**src/rtl/plc_sched_pkg.sv**
```systemverilog
// plc_sched_pkg
//   Shared definitions for the PLC checker scheduler: the two-state FSM
//   encoding and the default sizing used by plc_check_sched.
package plc_sched_pkg;

   typedef enum logic {
      IDLE = 1'b0,
      RUN  = 1'b1
   } sched_state_e;

   localparam int unsigned DEF_PERIOD_W     = 16;
   localparam int unsigned DEF_STARVE_LIMIT = 8;
   localparam int unsigned DEF_STARVE_W     = 4;
   localparam int unsigned DEF_TIMEOUT      = 1024;
   localparam int unsigned DEF_TIMEOUT_W    = 11;
   localparam int unsigned DEF_STAT_W       = 16;

endpackage

```
**src/rtl/plc_interval_timer.sv**
```systemverilog
// plc_interval_timer
//   Free-running interval counter for periodic check triggering.
//   Counts while en_i is high, emits a one-cycle tick_o (combinational) in the
//   cycle the count reaches period_i-1 and wraps to zero on that tick.
//   Holds its value while en_i is low; clr_i forces the count to zero and has
//   priority over counting. period_i == 0 never ticks.
// Ports
//   clk       in   clock
//   rst       in   synchronous reset, active-high
//   en_i      in   count enable
//   clr_i     in   synchronous clear
//   period_i  in   [W] interval length in cycles
//   tick_o    out  terminal-count pulse
module plc_interval_timer #(
   parameter int unsigned W = 16
) (
   input  logic         clk,
   input  logic         rst,
   input  logic         en_i,
   input  logic         clr_i,
   input  logic [W-1:0] period_i,
   output logic         tick_o
);

   logic [W-1:0] count_q, count_d;

   // ">=" rather than "==" so a period shortened below the current count
   // still terminates instead of running the full counter range.
   assign tick_o = en_i && (period_i != '0) && (count_q >= (period_i - 1'b1));

   always_comb begin
      count_d = count_q;
      if (clr_i) begin
         count_d = '0;
      end else if (en_i && (period_i != '0)) begin
         count_d = tick_o ? '0 : count_q + 1'b1;
      end
   end

   always_ff @(posedge clk) begin
      if (rst) begin
         count_q <= '0;
      end else begin
         count_q <= count_d;
      end
   end

endmodule

```
**src/rtl/plc_check_sched.sv**
```systemverilog
// plc_check_sched
//   Scheduler/arbiter for the PLC checker. Launches list checks (periodic via
//   plc_interval_timer, or forced), shares the dcache read port between core
//   traffic and checker reads, bounds checker starvation with a one-cycle core
//   stall, and aborts checks that run too long.
//   Optional build macro PLC_SCHED_STATS_EN adds saturating statistics outputs
//   stat_checks / stat_forced_stalls / stat_timeouts.
// Ports
//   clk, rst        clock, synchronous active-high reset
//   sched_en        enable periodic triggering
//   period_cfg      [PERIOD_W] cycles between periodic checks, 0 = off
//   force_check     request an immediate check
//   list_nonempty   PLC list holds at least one entry
//   chk_done        checker finished the last tuple
//   chk_rd_req      checker wants the read port
//   core_rd_en/wr_en core cache access this cycle
//   err_clr         clears timeout_err
//   chk_start       one-cycle start pulse (registered)
//   chk_abort       one-cycle abort pulse on timeout (registered)
//   chk_rd_gnt      read port granted to checker (combinational)
//   mux_sel_chk     read-port mux select, equals chk_rd_gnt
//   core_stall      registered one-cycle core stall
//   busy            a check is running
//   timeout_err     sticky timeout flag
module plc_check_sched
   import plc_sched_pkg::*;
#(
   parameter int unsigned PERIOD_W     = DEF_PERIOD_W,
   parameter int unsigned STARVE_LIMIT = DEF_STARVE_LIMIT,
   parameter int unsigned STARVE_W     = DEF_STARVE_W,
   parameter int unsigned TIMEOUT      = DEF_TIMEOUT,
   parameter int unsigned TIMEOUT_W    = DEF_TIMEOUT_W
`ifdef PLC_SCHED_STATS_EN
   ,
   parameter int unsigned STAT_W       = DEF_STAT_W
`endif
) (
   input  logic                clk,
   input  logic                rst,
   input  logic                sched_en,
   input  logic [PERIOD_W-1:0] period_cfg,
   input  logic                force_check,
   input  logic                list_nonempty,
   input  logic                chk_done,
   input  logic                chk_rd_req,
   input  logic                core_rd_en,
   input  logic                core_wr_en,
   input  logic                err_clr,
   output logic                chk_start,
   output logic                chk_abort,
   output logic                chk_rd_gnt,
   output logic                mux_sel_chk,
   output logic                core_stall,
   output logic                busy,
   output logic                timeout_err
`ifdef PLC_SCHED_STATS_EN
   ,
   output logic [STAT_W-1:0]   stat_checks,
   output logic [STAT_W-1:0]   stat_forced_stalls,
   output logic [STAT_W-1:0]   stat_timeouts
`endif
);

   localparam logic [STARVE_W-1:0]  STARVE_LAST = STARVE_W'(STARVE_LIMIT - 1);
   localparam logic [TIMEOUT_W-1:0] RUN_LAST    = TIMEOUT_W'(TIMEOUT - 1);

   sched_state_e         state_q, state_d;
   logic                 pending_q, pending_d;
   logic                 chk_start_q, chk_start_d;
   logic                 chk_abort_q, chk_abort_d;
   logic                 core_stall_q, core_stall_d;
   logic                 timeout_err_q, timeout_err_d;
   logic [STARVE_W-1:0]  starve_q, starve_d;
   logic [TIMEOUT_W-1:0] run_q, run_d;

   logic in_run;
   logic core_busy;
   logic timer_en;
   logic timer_clr;
   logic timer_tick;
   logic done_hit;
   logic timeout_hit;

   assign in_run      = (state_q == RUN);
   assign core_busy   = core_rd_en | core_wr_en;
   assign done_hit    = in_run && chk_done;
   // chk_done in the timeout cycle wins: the check ends normally.
   assign timeout_hit = in_run && !chk_done && (run_q == RUN_LAST);

   // Timer only advances in IDLE; a dropped request (empty list) restarts it.
   assign timer_en  = !in_run && sched_en && (period_cfg != '0);
   assign timer_clr = !in_run && pending_q && !list_nonempty;

   plc_interval_timer #(
      .W (PERIOD_W)
   ) u_timer (
      .clk      (clk),
      .rst      (rst),
      .en_i     (timer_en),
      .clr_i    (timer_clr),
      .period_i (period_cfg),
      .tick_o   (timer_tick)
   );

   // During a forced stall the core is held off, so the checker may go.
   assign chk_rd_gnt  = in_run && chk_rd_req && (!core_busy || core_stall_q);
   assign mux_sel_chk = chk_rd_gnt;

   always_comb begin
      state_d       = state_q;
      pending_d     = pending_q | force_check | timer_tick;
      chk_start_d   = 1'b0;
      chk_abort_d   = 1'b0;
      core_stall_d  = 1'b0;
      timeout_err_d = timeout_err_q && !err_clr;
      starve_d      = starve_q;
      run_d         = run_q;

      unique case (state_q)
         IDLE: begin
            starve_d = '0;
            run_d    = '0;
            // Any request consumed here (launched or dropped) also absorbs
            // requests arriving in the same cycle.
            if (pending_q) begin
               pending_d = 1'b0;
               if (list_nonempty) begin
                  chk_start_d = 1'b1;
                  state_d     = RUN;
               end
            end
         end
         RUN: begin
            run_d = run_q + 1'b1;
            if (done_hit) begin
               state_d  = IDLE;
               run_d    = '0;
               starve_d = '0;
            end else if (timeout_hit) begin
               state_d       = IDLE;
               chk_abort_d   = 1'b1;
               timeout_err_d = 1'b1;
               pending_d     = 1'b0;
               run_d         = '0;
               starve_d      = '0;
            end else if (chk_rd_gnt) begin
               starve_d = '0;
            end else if (chk_rd_req && core_busy && !core_stall_q) begin
               // The last denial arms the stall for the following cycle.
               if (starve_q == STARVE_LAST) begin
                  starve_d     = '0;
                  core_stall_d = 1'b1;
               end else begin
                  starve_d = starve_q + 1'b1;
               end
            end
         end
         default: begin
            state_d = IDLE;
         end
      endcase
   end

   always_ff @(posedge clk) begin
      if (rst) begin
         state_q       <= IDLE;
         pending_q     <= 1'b0;
         chk_start_q   <= 1'b0;
         chk_abort_q   <= 1'b0;
         core_stall_q  <= 1'b0;
         timeout_err_q <= 1'b0;
         starve_q      <= '0;
         run_q         <= '0;
      end else begin
         state_q       <= state_d;
         pending_q     <= pending_d;
         chk_start_q   <= chk_start_d;
         chk_abort_q   <= chk_abort_d;
         core_stall_q  <= core_stall_d;
         timeout_err_q <= timeout_err_d;
         starve_q      <= starve_d;
         run_q         <= run_d;
      end
   end

   assign chk_start   = chk_start_q;
   assign chk_abort   = chk_abort_q;
   assign core_stall  = core_stall_q;
   assign busy        = in_run;
   assign timeout_err = timeout_err_q;

`ifdef PLC_SCHED_STATS_EN
   // Index 0: completed checks, 1: stall cycles, 2: aborts.
   logic [2:0] stat_inc;
   assign stat_inc[0] = done_hit;
   assign stat_inc[1] = core_stall_q;
   assign stat_inc[2] = timeout_hit;

   generate
      for (genvar gi = 0; gi < 3; gi++) begin : g_stat
         logic [STAT_W-1:0] cnt_q;
         always_ff @(posedge clk) begin
            if (rst) begin
               cnt_q <= '0;
            end else if (stat_inc[gi] && (cnt_q != '1)) begin
               cnt_q <= cnt_q + 1'b1;
            end
         end
      end
   endgenerate

   assign stat_checks        = g_stat[0].cnt_q;
   assign stat_forced_stalls = g_stat[1].cnt_q;
   assign stat_timeouts      = g_stat[2].cnt_q;
`endif

endmodule

```
**config.mk**
```make
export PLATFORM = sky130hd
export DESIGN_NAME = plc_check_sched
export DESIGN_NICKNAME = d
export VERILOG_FILES = /design/src/rtl/plc_sched_pkg.sv /design/src/rtl/plc_interval_timer.sv /design/src/rtl/plc_check_sched.sv
export SDC_FILE = /design/constraint.sdc
export NUM_CORES = 1
export LEC_CHECK = 0
export CORE_UTILIZATION = 54
export DETAILED_ROUTE_END_ITERATION = 8
export PLACE_DENSITY_LB_ADDON = 0.12
export SYNTH_ARGS = -nofsm -noshare
export SYNTH_HDL_FRONTEND = slang
export SYNTH_SLANG_ARGS = --single-unit
```
**constraint.sdc**
```tcl
create_clock -name clk -period 6.69 [get_ports clk]
set_input_delay 1.6725 -clock clk [delete_from_list [all_inputs] [get_ports clk]]
set_output_delay 1.6725 -clock clk [all_outputs]
set_load 0.005 [all_outputs]
```
Yosys cells after proc, flatten, opt, wreduce, memory -nomap -nowiden
Index checks and enable logic that the tools add are counted.

operators by class
  $add $sub $neg = 4
  $mul = 0
  divide/modulo/power cells = 0
  magnitude comparators = 1
  equal/unequal tests = 3
  shifts and indexed selects = 0
  muxes and demuxes = 24
  bitwise logic cells = 5
  reduce and logical (&&, ||, !) cells = 26

operators by type and width
  operator                                                              number
  11-bit two-way mux                                                    2
  11-bit case mux with 2 select lines                                   1
  4-bit two-way mux                                                     5
  16-bit by 1-bit adder with 16-bit output, second input constant       1
  16-bit >= comparator                                                  1
  16-bit two-way mux                                                    1
  16-bit nonzero test                                                   1
  16-bit by 1-bit subtractor with 16-bit output, second input constant  1
  1-bit logical AND                                                     14
  1-bit two-way mux                                                     12
  11-bit by 1-bit adder with 11-bit output, second input constant       1
  11-bit by 10-bit == test with 1-bit output, second input constant     1
  4-bit case mux with 2 select lines                                    1
  1-bit logical NOT                                                     6
  6-bit OR reduction                                                    1
  5-bit by 2-bit != test with 1-bit output, second input constant       1
  4-bit by 1-bit adder with 4-bit output, second input constant         1
  4-bit by 3-bit == test with 1-bit output, second input constant       1
  1-bit case mux with 2 select lines                                    2
  2-bit OR reduction                                                    2
  1-bit OR                                                              3
  3-bit OR reduction                                                    1
  1-bit inverter                                                        2
  1-bit logical OR                                                      1

storage, ports and cells
  register bits = 37
  bits in latches = 0
  memory bits (writable) = 0
  memory bits (read-only) = 0
  input bits = 26
  output and inout port bits = 7
  word-level logic and storage cells = 72
  memories kept = 0

Depth between registers and ports, before layout
  depth in word-level cells = 9
  mapped depth = 12
  mapped depth without buffers = 11

Modules after synthesis
From an unflattened synthesis, not the netlist that was laid out.

second synthesis, totals
  cells, all modules = 272
  area, all modules = 2529.9 sq um

by module, submodules not included
  module              times used  cells each  area each (sq um)  sequential area each (sq um)
  plc_interval_timer  1           170         1530.2             320.3
  plc_check_sched     1           102         999.7              420.4

Worst setup path after synthesis
Ideal clock, no wire load.

  path type = input to register
  start = in period_cfg[2]
  end = reg u_timer.count_q[0]
  setup time = 0.064 ns
  arrival = 4.158 ns
  required time = 6.626 ns
  slack = 2.468 ns
  cell stages on the path = 11
  path buffers = 1
  cells stage by stage = nor4_4 nand2_1 or4_1 xor2_1 ha_1 a21oi_1 o211ai_1 a2111oi_0 a21oi_2 buf_2 nor2_1

on the way
  word-level cells in the longest chain between the ends = 5
  elaborated cells between the ends (all ways) = 7
  those cells by class = add/sub: 1; order compare: 1; mux: 1; reduce/logical: 4

RTL lines
  element                                                                                                RTL line                  text
  start, declared                                                                                        plc_check_sched.sv:41     input logic [PERIOD_W-1:0] period_cfg,
  parallel branches: the longest is 5 deep, another holds 16-bit by 1-bit subtractor with 16-bit output  --
  end signal, assigned                                                                                   plc_interval_timer.sv:44  count_q <= count_d;
  end, declared                                                                                          plc_interval_timer.sv:25  logic [W-1:0] count_q, count_d;

Several ways; the timed one is not identified.
A chain may end at the register's enable or synchronous reset.

Worst setup path in the final report
  start = in chk_rd_req
  end = out chk_rd_gnt

on the way
  word-level cells in the longest chain between the ends = 2

RTL lines
  element                         RTL line                text
  start, declared                 plc_check_sched.sv:45   input logic chk_rd_req,
  1-bit logical AND (2 in a row)  plc_check_sched.sv:106  assign chk_rd_gnt = in_run && chk_rd_req && (!core_busy || core_stall_q);
  end, declared                   plc_check_sched.sv:51   output logic chk_rd_gnt,

Every way passes these cells.

==> run_results.csv <==
group,metric,value,unit
run_status,outcome,"finished, final reports clean",
setup_path,path_class,"primary input to output port",
placed_design,dp_cells,345,
detailed_routing,drt_pass1_iterations,4,
global_routing,grt_max_degree,18,
power,pwr-share-comb,14.3,%
synth,async_reset_ff_share,0,%
global_routing,grt_pass1_wl,6.96,mm
timing,setup_viol_count_final,0,
clock_tree,max-clock-path-buffers,2,
setup_path,worstPathArrival,3090,ps
synth,seq_area_frac_synth,32.6,%
clock_tree,cts_tree,"done",
clock_tree,clock_sinks,37,
placed_design,gp_congestion,0.843,
synth,synthTopCellsByArea,"dfxtp_1, ha_1, xnor2_1",
setup_path,rr_worst_depth,6,
placed_design,portBuffers,32,
clock_tree,numCtsBuffers,5,
clock_tree,clk-insertion-delay-late,290,ps
timing,setup_tns,0,ps
setup_path,reg2reg_slack,4460,ps
setup_path,worstPathRequired,5020,ps
synth,synth_area_per_cell,8.51,sq um
synth,synth_area,2270,sq um
detailed_routing,drc,0,
power,worst_ir_drop_vdd,146,uV
min_path,min_path_cells,2,
min_path,hold_end,"starve_q[3]",
layout,drive_above_1_share,4.97,%
floorplanning,start_util,56.4,%
floorplanning,pin_count,33,
clock_tree,hold_buffers,0,
power,powerDensity,165,nW/um^2
setup_path,cp-end-kind,"output port",
layout,area_growth,19.9,%
floorplanning,die_h,66.9,microns
power,pwr-share-seq,50.8,%
global_routing,gr-total-overflow,0,
clock_tree,post-cts-setup-buffers,0,
clock_tree,cts_resized,0,
synth,synth_edf_count,0,
detailed_routing,wl_per_cell,12.3,microns
synth,yosysTopAreaCellShare,32.6,%
setup_path,cp-start-kind,"primary input",
layout,nets,349,
synth,yosysWarnings,0,
timing,rsz0062_at_grt,"false",
setup_path,worst-path-max-fanout,8,
detailed_routing,wl,4.34,mm
detailed_routing,drt_first_iter_violations,22,
timing,hold_viol_final,0,
floorplanning,std_cell_rows,23,
detailed_routing,ant_nets,0,
floorplanning,dieArea,4470,sq um
timing,drv_slew,0,
power,netSwitchingFraction,24.7,%
global_routing,grt_antenna_before_repair,0,
clock_tree,htreeDepth,2,
min_path,worstHoldStart,"starve_q[3]",
power,p_int,339,uW
timing,fin_crit_sh,71.2,%
power,power_leakage,0.000980,uW
synth,synthDistinctLibCells,45,
global_routing,grt_use_total,21.1,%
timing,skew,10.1,ps
detailed_routing,vias,1867,
detailed_routing,vias_per_cell,5.30,
setup_path,rr_endpoint,"busy",
synth,synth_nets,314,
clock_tree,clkTransAtPathRegs,70,ps
floorplanning,dieWidth,66.9,microns
layout,instances_no_fill,352,
run,maxCapViolations,0,
placed_design,dp_hpwl,3.39,mm
synth,synth_ff_type,"dfxtp_1",
synth,postSynthCellCount,267,
setup_path,reg2reg_from,"run_q[0]",
power,clockPowerShare,34.9,%
timing,min_period,4760,ps
timing,tightestPinTransition,1010,ps
synth,synth-seq-cells,37,
floorplanning,core_region_area,4030,sq um
synth,yosysMostFrequentCell,"nor2_1",
layout,antenna_cells,0,
clock_tree,root_buffer,"clkbuf_8",
power,switching_power,111,uW
synth,synth_top_area_cell,"dfxtp_1",
timing,fmax,210,MHz
timing,max-slew-margin-rel,32.1,%
global_routing,grt_pass1_vias,1564,
synth,synthTopCellsByCount,"nor2_1, dfxtp_1, xnor2_1",
min_path,hold_class,"flip-flop to flip-flop",
critical path, cell delays in order:
cell	delay (ps)
clkdlybuf4s50_1	590
nand3_1	180
inv_1	140
clkdlybuf4s50_1	510
cell usage in the layout (no fill, tap or decap), types with 3 or more instances in the layout:
master | Yosys | routed
nor2_1 | 39 | 39
dfxtp_1 | 37 | 37
clkdlybuf4s50_1 | 0 | 32
xnor2_1 | 25 | 25
ha_1 | 21 | 21
nand2_1 | 16 | 16
nand3_1 | 13 | 13
inv_1 | 13 | 13
nor3_1 | 11 | 11
xor2_1 | 11 | 11
a21oi_1 | 10 | 10
nand2b_1 | 8 | 8
nor4_1 | 7 | 7
clkbuf_8 | 0 | 6
and3_1 | 5 | 5
o21ai_0 | 5 | 5
nand4_1 | 5 | 5
or4_1 | 3 | 3
or3_1 | 3 | 3
and2_1 | 3 | 3
and4_1 | 3 | 3
power by group through the flow:
stage | Sequential, uW | Combinational (uW) | Clock, uW
after floorplan | 232 | 35.1 | 0
after global placement | 233 | 62.8 | 0
after detailed placement | 234 | 64.5 | 0
after CTS | 228 | 64.9 | 165
after global routing | 229 | 72.0 | 173
final | 229 | 64.1 | 157
cell type report:
cell class | instances | area, sq um
inverter | 13 | 48.8
sequential | 37 | 741
fill | 356 | 1310
timing repair buffer | 32 | 320
clock buffer | 6 | 82.6
multi-input combinational | 213 | 1460
clock inverter | 1 | 7.51
tap | 50 | 62.6
through the flow:
stage | worst slack (ps) | util, % | hold WS, ps | instance area (sq um) | total power [uW]
after floorplan | 2470 | - | 430 | 2270 | 268
after global placement | 1710 | 65.3 | 448 | 2630 | 296
after detailed placement | 1660 | 65.3 | 456 | 2630 | 298
after CTS | 1920 | 67.6 | 468 | 2720 | 458
after global routing | 1640 | 67.6 | 485 | 2720 | 475
final | 1930 | 67.6 | 461 | 2720 | 449
logic make-up (layout without fill, tap and decap cells):
logic type,Yosys count,count (layout),synth area share [%]
AOI/OAI and AO/OA,27,27,8.21
xor gates and xnor gates,36,36,13.9
adders and majority gates,21,21,11.6
buffers and inverters,17,52,3.09
DFF,37,37,32.6
muxes,2,2,0.937
and+or+nand+nor,127,127,29.7
flip-flops by register name, summed over array words and instances (netlist names):
| name | cells |
|---|---|
| u_timer.count_q | 16 |
| chk_start | 1 |
| pending_q | 1 |
| chk_abort | 1 |
| starve_q | 4 |
| busy | 1 |
| run_q | 11 |
| core_stall | 1 |
| timeout_err | 1 |
worst max-delay path by stage:
stage / from / to / slack, ps / cells after the start
final: chk_rd_req / chk_rd_gnt / 1930 / 4
after global routing: period_cfg[2] / u_timer.count_q[15] / 1640 / 11
after CTS: chk_rd_req / chk_rd_gnt / 1920 / 4
after detailed placement: period_cfg[2] / u_timer.count_q[4] / 1660 / 11
after global placement: period_cfg[2] / u_timer.count_q[15] / 1710 / 11
after floorplan: period_cfg[2] / u_timer.count_q[0] / 2470 / 11
routing by layer:
metal  track usage, %  up-vias  wire [microns]
met4             8.78        0              65
met2             30.9       32            1780
met3             4.62        7             128
met1             29.3      819            2360
li1                 -     1009               -
met5                0        -               0
(Power assumes the default switching activity.)
